File: src/rtl/wb_regfile_pkg.sv
// Shared core constants for the write-back register file.
package wb_regfile_pkg;
    localparam int XLEN      = 32;
    localparam int REG_IDX_W = 5;
    localparam int NUM_REGS  = 1 << REG_IDX_W;
endpackage

File: src/rtl/regfile_read_port.sv
// One register-file read port: x0 returns 0, same-cycle write-back bypass, zero output in reset.
module regfile_read_port #(
    parameter int W = 32,
    parameter int R = 5
) (
    input  logic                         rst,
    input  logic [R-1:0]                 rs,
    input  logic [(1<<R)-1:0][W-1:0]     regs,
    input  logic                         wr_hit,
    input  logic [R-1:0]                 wr_rd,
    input  logic [W-1:0]                 wr_data,
    output logic [W-1:0]                 rd_data
);
    // wr_hit already excludes rd=0, and regs[0] is tied to zero, so x0 needs no special case.
    always_comb begin
        rd_data = regs[rs];
        if (rst) begin
            rd_data = '0;
        end else if (wr_hit && (rs == wr_rd)) begin
            rd_data = wr_data;
        end
    end
endmodule

File: src/rtl/wb_regfile.sv
// Flop-based integer register file with two combinational read ports,
// write-first bypass and a committed-write counter.
module wb_regfile
    import wb_regfile_pkg::*;
#(
    parameter int W = XLEN,
    parameter int R = REG_IDX_W
) (
    input  logic         clk,
    input  logic         a_reset,
    input  logic [W-1:0] in_result,
    input  logic [R-1:0] in_rd,
    input  logic         in_useRd,
    input  logic [R-1:0] in_rs1,
    input  logic [R-1:0] in_rs2,
    output logic [W-1:0] out_rs1_data,
    output logic [W-1:0] out_rs2_data,
    output logic [15:0]  out_wr_count
);
    localparam int N = 1 << R;

    logic [W-1:0]          regs_q [1:N-1];
    logic [W-1:0]          regs_d [1:N-1];
    logic [15:0]           wr_cnt_q, wr_cnt_d;
    logic                  wr_hit;
    logic [N-1:0][W-1:0]   regs_view;

    assign wr_hit = in_useRd && (in_rd != '0);

    always_comb begin
        regs_d   = regs_q;
        wr_cnt_d = wr_cnt_q;
        if (wr_hit) begin
            regs_d[in_rd] = in_result;
            wr_cnt_d      = wr_cnt_q + 16'd1;
        end
    end

    always_ff @(posedge clk or posedge a_reset) begin
        if (a_reset) begin
            for (int i = 1; i < N; i++) regs_q[i] <= '0;
            wr_cnt_q <= '0;
        end else begin
            regs_q   <= regs_d;
            wr_cnt_q <= wr_cnt_d;
        end
    end

    // Slot 0 of the read view is hard-wired zero: x0 has no storage.
    always_comb begin
        regs_view = '0;
        for (int i = 1; i < N; i++) regs_view[i] = regs_q[i];
    end

    regfile_read_port #(.W(W), .R(R)) u_rp1 (
        .rst     (a_reset),
        .rs      (in_rs1),
        .regs    (regs_view),
        .wr_hit  (wr_hit),
        .wr_rd   (in_rd),
        .wr_data (in_result),
        .rd_data (out_rs1_data)
    );

    regfile_read_port #(.W(W), .R(R)) u_rp2 (
        .rst     (a_reset),
        .rs      (in_rs2),
        .regs    (regs_view),
        .wr_hit  (wr_hit),
        .wr_rd   (in_rd),
        .wr_data (in_result),
        .rd_data (out_rs2_data)
    );

    assign out_wr_count = wr_cnt_q;
endmodule

File: config.mk
export PLATFORM = sky130hd
export DESIGN_NAME = wb_regfile
export DESIGN_NICKNAME = d
export VERILOG_FILES = /design/src/rtl/wb_regfile_pkg.sv /design/src/rtl/regfile_read_port.sv /design/src/rtl/wb_regfile.sv
export SDC_FILE = /design/constraint.sdc
export NUM_CORES = 2
export LEC_CHECK = 0
export ABC_AREA = 1
export CAP_MARGIN = 5
export CORE_MARGIN = 4
export CORE_UTILIZATION = 50
export DETAILED_ROUTE_END_ITERATION = 7
export PLACE_DENSITY_LB_ADDON = 0.1
export SYNTH_ARGS = -nofsm -noshare
export SYNTH_HDL_FRONTEND = slang
export SYNTH_SLANG_ARGS = --single-unit
File: constraint.sdc
create_clock -name clk -period 62.4 [get_ports clk]
set_input_delay 15.6 -clock clk [delete_from_list [all_inputs] [get_ports clk]]
set_output_delay 15.6 -clock clk [all_outputs]
set_load 0.01 [all_outputs]
* Word-level counts from Yosys, hierarchy flattened
Index checks and enable logic that the tools add are counted.
Word-level totals: flip-flop bits (word level) 1008
Cells by class: add/sub/neg operators 1, $lt $le $gt $ge 4, eq/ne operators 2, multiplexer cells 11, bitwise gates (word level) 1, reductions and logical operators 5
Operators with widths (number):
- $bwmux W992 | 1
- $bmux W32 S5 | 2
- $mux W32 | 7
- $demux W32 S5 | 1
- $add A16 B1 Y16 const B | 1
- $lt A5 B6 Y1 const B | 2
- $eq A5 B5 Y1 | 2
- $ge A6 B6 Y1 const B | 1
- $lt A6 B1 Y1 const B | 1
- $not A5 Y6 | 1
- $reduce_bool A5 Y1 | 1
- $logic_and A1 B1 Y1 | 4

* Depth between registers and ports, before layout
depth after elaboration 6, mapped depth 13, depth with buffers taken out 10

* Cells and area by module
From an unflattened synthesis, not the netlist that was laid out.
Unflattened totals: cell total of the unflattened synthesis 9618, area, all modules 61860.6 µm²
Modules (own cells, without submodules):
- wb_regfile | times used 1, cells each 3480, area an instance 35928.2 µm², sequential area each 25224.2 µm²
- regfile_read_port | times used 2, cells each 3069, area an instance 12966.2 µm², sequential area each 0.0 µm²

* Least setup slack after synthesis
No wires, ideal clock.
kind input to output, start input a_reset, end output out_rs2_data[15], arrival 46.348 ns, setup slack 0.452 ns, cell stages on the path 5, path buffers 2, cells stage by stage inv_1 clkbuf_1 buf_1 nand2_1 a21oi_1
On the way: longest elaborated chain between the ends 1
RTL lines:
- start: declaration | RTL line wb_regfile.sv:10 | input logic a_reset,
- $mux W32 | RTL line regfile_read_port.sv:17 | if (rst) begin
- end: declaration | RTL line wb_regfile.sv:17 | output logic [W-1:0] out_rs2_data,
Every way passes these cells.

* Worst setup path in the final report
start input in_rs1[1], end output out_rs1_data[17]
On the way: longest elaborated chain between the ends 4, elaborated cells on any way between the ends 6, those cells by class eq/ne: 1; mux: 4; reduce/logical: 1
RTL lines:
- start: declaration | RTL line wb_regfile.sv:14 | input logic [R-1:0] in_rs1,
- $bmux W32 S5 / $eq A5 B5 Y1 (equally long branches) | RTL line regfile_read_port.sv:16, regfile_read_port.sv:19
- $mux W32 (implied by the code) / $logic_and A1 B1 Y1 (equally long branches) | RTL line regfile_read_port.sv:16, regfile_read_port.sv:19
- $mux W32 * | RTL line regfile_read_port.sv:19 | end else if (wr_hit && (rs == wr_rd)) begin
- $mux W32 * | RTL line regfile_read_port.sv:17
- end: declaration | RTL line wb_regfile.sv:16 | output logic [W-1:0] out_rs1_data,
Every way passes the cells marked *; elsewhere a longest branch is shown, timed or not. The select of a mux whose other input is x is not followed.

==> impl_summary.log <==
[metrics] synthesized-area fraction occupied by adder cells: less than 1%
[metrics] area added between synthesis and finish: 9.11%
[metrics] clock latency of the later-clocked register in the worst-skew pair: 740 ps
[metrics] number of violations reported at the end of detailed-routing iteration 0: roughly 9,000
[metrics] fraction of the yosys area taken by sequential cells: a little over two fifths
[metrics] number of hold buffers added after cts: 0
[metrics] # port buffers: 129
[metrics] # resized after CTS: 0
[metrics] critical path type: input pin to output pin
[metrics] Congestion Overflow GR: 0
[metrics] Total Power Consumption: 2.03 mW
[metrics] distinct cell type count after synthesis: 32
[metrics] Layout Skew: ~3.8 ps
[metrics] mean number of vias per cell: approximately 6
[metrics] dpl hpwl: 131,000 um
[metrics] fraction of the mapped netlist area in compound gates: 9.51%
[metrics] combinational family with the most area after synthesis: simple AND/OR/NAND/NOR gates
[metrics] proportion of synthesized area in mux cells: 0%
[metrics] type of destination of the critical path: output pin
[metrics] Core Area: 118,000 um^2
[metrics] die width: 353 um
[metrics] most common cell after layout, fill and taps aside: sky130_fd_sc_hd__nand2_1
[metrics] Post-Syn Nets: about 9,000
[metrics] TritonRoute pass-1 iters: 8
[metrics] cell area after synthesis: between 50,000 and 60,000 um^2
[metrics] area fraction of the dominant cell type after synthesis: 42.5%
[metrics] net count of the finished layout: around 8,600
[metrics] slack of the worst reg-to-reg path: 60,900 ps
[metrics] root buffer selected by CTS: sky130_fd_sc_hd__clkbuf_16
[metrics] Filler Cells Inserted: approximately 12,000
[metrics] Synth Warn #: 0
[metrics] fmax: about 27 MHz
[metrics] xor-xnor portion of the synthesized cell area: 0.295%
[metrics] arrival time at the worst endpoint: roughly 21,000 ps
[metrics] deepest level of the CTS H-tree: 3
[metrics] die extent in y: roughly 350 um
[metrics] endpoints failing setup: 0
[metrics] initial core utilization: 50.3%
[metrics] TNS Setup: 0 ps
[metrics] cells taking the most area after synthesis: sky130_fd_sc_hd__dfrtp_1 42%, sky130_fd_sc_hd__nand2_1 20%, sky130_fd_sc_hd__nand3_1 15%
[metrics] post-detailed-route wirelength per cell: between 20 and 25 um
[metrics] Top Ports: 130
[metrics] most used cells in the layout excluding fill and tap cells: 3,181 x sky130_fd_sc_hd__nand2_1, 1,774 x sky130_fd_sc_hd__nand3_1, 1,008 x sky130_fd_sc_hd__dfrtp_1, 917 x sky130_fd_sc_hd__inv_1, 739 x sky130_fd_sc_hd__o21ai_0
[metrics] critical path required time: between 40,000 and 50,000 ps
[metrics] outcome: completed
[metrics] cell taking the most area after synthesis: sky130_fd_sc_hd__dfrtp_1
[metrics] Max-Slew Margin vs Limit: 1.84%
[metrics] count of endpoints failing hold in the final timing report: 0
[metrics] final period utilization: between 50% and 60%
[metrics] via count of the routed design: 61,200
[metrics] share of synthesized cell area in and, or, nand and nor gates: a little over a third
[metrics] via count of the first global-routing pass: 57,000
[metrics] total detailed-routing wirelength: approximately 250,000 um
[metrics] worst hold path type: register to register
[metrics] number of cells produced by synthesis: about 8,900
[metrics] flip-flop and latch count after synthesis: around 1,000
[metrics] fin. max-slew vios: 0
[metrics] CTS max path bufs: 3
[metrics] clock edge transition at the registers on the reported setup and hold paths: 60 ps
[metrics] Post-Syn Area per Cell: between 6 and 7 um^2
[metrics] CTS buffer count: between 100 and 150
[metrics] Final min period: 36,500 ps
[metrics] largest net degree at the start of global routing: around 180
[metrics] share of post-route cells with drive strength above 1: ~4.9%
[metrics] maximum fanout encountered on the critical timing path: 53
[metrics] Clock Sinks: between 1,000 and 1,500
[metrics] max-capacitance violation count: 0
[metrics] leakage power summed over all cells: roughly 32 nW
[metrics] pwr dens: about 31 nW/um^2
[metrics] setup fix buffers added after clock tree synthesis: 0
[metrics] setup repair after global routing missed its margin: false
[metrics] standard-cell row count: 126
[metrics] wire length of the first global-routing pass: 368,000 um
[metrics] worst vdd ir: 0.0252 mV
[metrics] kind of start point of the critical path: input pin
[metrics] Worst-Margin Slew: 1470 ps
[metrics] number of nets with antenna violations after detailed routing: 0
[metrics] # DRC: 0
[metrics] overall die area: about 120,000 um^2
[metrics] initial antenna violation count: 17
[metrics] routability-driven placement congestion ratio: 0.866
[metrics] clock tree from TritonCTS: built
[metrics] All-Layer GR Usage: between 30% and 40%
-- critical path, cell delays in order --
cell and delay [ps]:
sky130_fd_sc_hd__buf_8 280, sky130_fd_sc_hd__buf_4 730, sky130_fd_sc_hd__xnor2_1 200, sky130_fd_sc_hd__nand2_1 110, sky130_fd_sc_hd__nor3_4 160, sky130_fd_sc_hd__buf_4 600
sky130_fd_sc_hd__nand2_2 1010, sky130_fd_sc_hd__a21oi_1 1310, sky130_fd_sc_hd__clkdlybuf4s50_1 740
-- report_power, final --
group	internal [mW]	switching (mW)	leakage [nW]
combinational	0.154	0.303	17.7
sequential	0.781	0.0732	12.8
clock	0.426	0.295	1.99
total	1.36	0.672	32.5
-- cell type report --
type / count / area (um^2) / share of cell area [%]
repair buffers: 257 / 2280 / 3.53
clock inverters: 52 / 606 / 0.935
inverters: 966 / 3680 / 5.69
flip-flops and latches: 1008 / 25200 / 38.9
diodes: 4 / 10.0 / 0.0155
clock buffers: 162 / 3390 / 5.23
multi-input cells: 6238 / 27700 / 42.7
well taps: 1536 / 1920 / 2.97
-- flip-flops by register name, summed over array words and instances, names as in the netlist --
signal / count
out_wr_count: 16
regs_q: 992
-- worst paths after layout --
path                                             start                            to  depth (start not counted)
max                                          in_rs1[1]              out_rs1_data[17]                          9
min                            regs_q[315]$_DFFE_PP0P_       regs_q[315]$_DFFE_PP0P_                          2
max reg2reg                out_wr_count[5]$_DFFE_PP0P_  out_wr_count[15]$_DFFE_PP0P_                          6
min reg2reg                    regs_q[315]$_DFFE_PP0P_       regs_q[315]$_DFFE_PP0P_                          2
max in group asynchronous                      a_reset  out_wr_count[13]$_DFFE_PP0P_                          6
min in group asynchronous                      a_reset       regs_q[577]$_DFFE_PP0P_                          2
-- cells by family after synthesis --
| kind of cell | Yosys count |
|---|---|
| XOR/XNOR | 20 |
| adder cells (fa/ha/maj) | 1 |
| AO/OA/AOI/OAI | 1128 |
| buffers and inverters | 1667 |
| flip-flops | 1008 |
| AND/OR/NAND/NOR | 5089 |
-- stage by stage --
| stage | instance area, um^2 | hold WS, ps | utilization, % | cells | setup slack (ps) |
|---|---|---|---|---|---|
| floorplan | 59400 | 453 | - | 8913 | 452 |
| global placement | 60800 | 465 | 51.5 | 10000 | 26190 |
| detailed placement | 60800 | 473 | 51.5 | 10000 | 26200 |
| CTS | 64800 | 487 | 54.9 | 10200 | 26190 |
| global route | 64800 | 497 | 54.9 | 10200 | 25930 |
| finish | 64800 | 484 | 54.9 | 10200 | 25900 |
-- synth_stat cells (all sizes together) --
master / n
nand2: 3212
nand3: 1775
dfrtp: 1008
o21ai: 988
inv: 938
clkbuf: 378
buf: 323
a21oi: 140
nor2: 65
clkinv: 28
or2: 20
nor3: 12
xor2: 11
xnor2: 9
nand4: 3
ha: 1
nand3b: 1
nor4: 1
-- metal layers --
layer	wire length [um]	track usage, %
met5	29	0
met3	32900	11.0
met1	98400	53.2
met4	13700	18.0
met2	102000	56.9
Note: power is estimated with default switching activity, not from simulation.
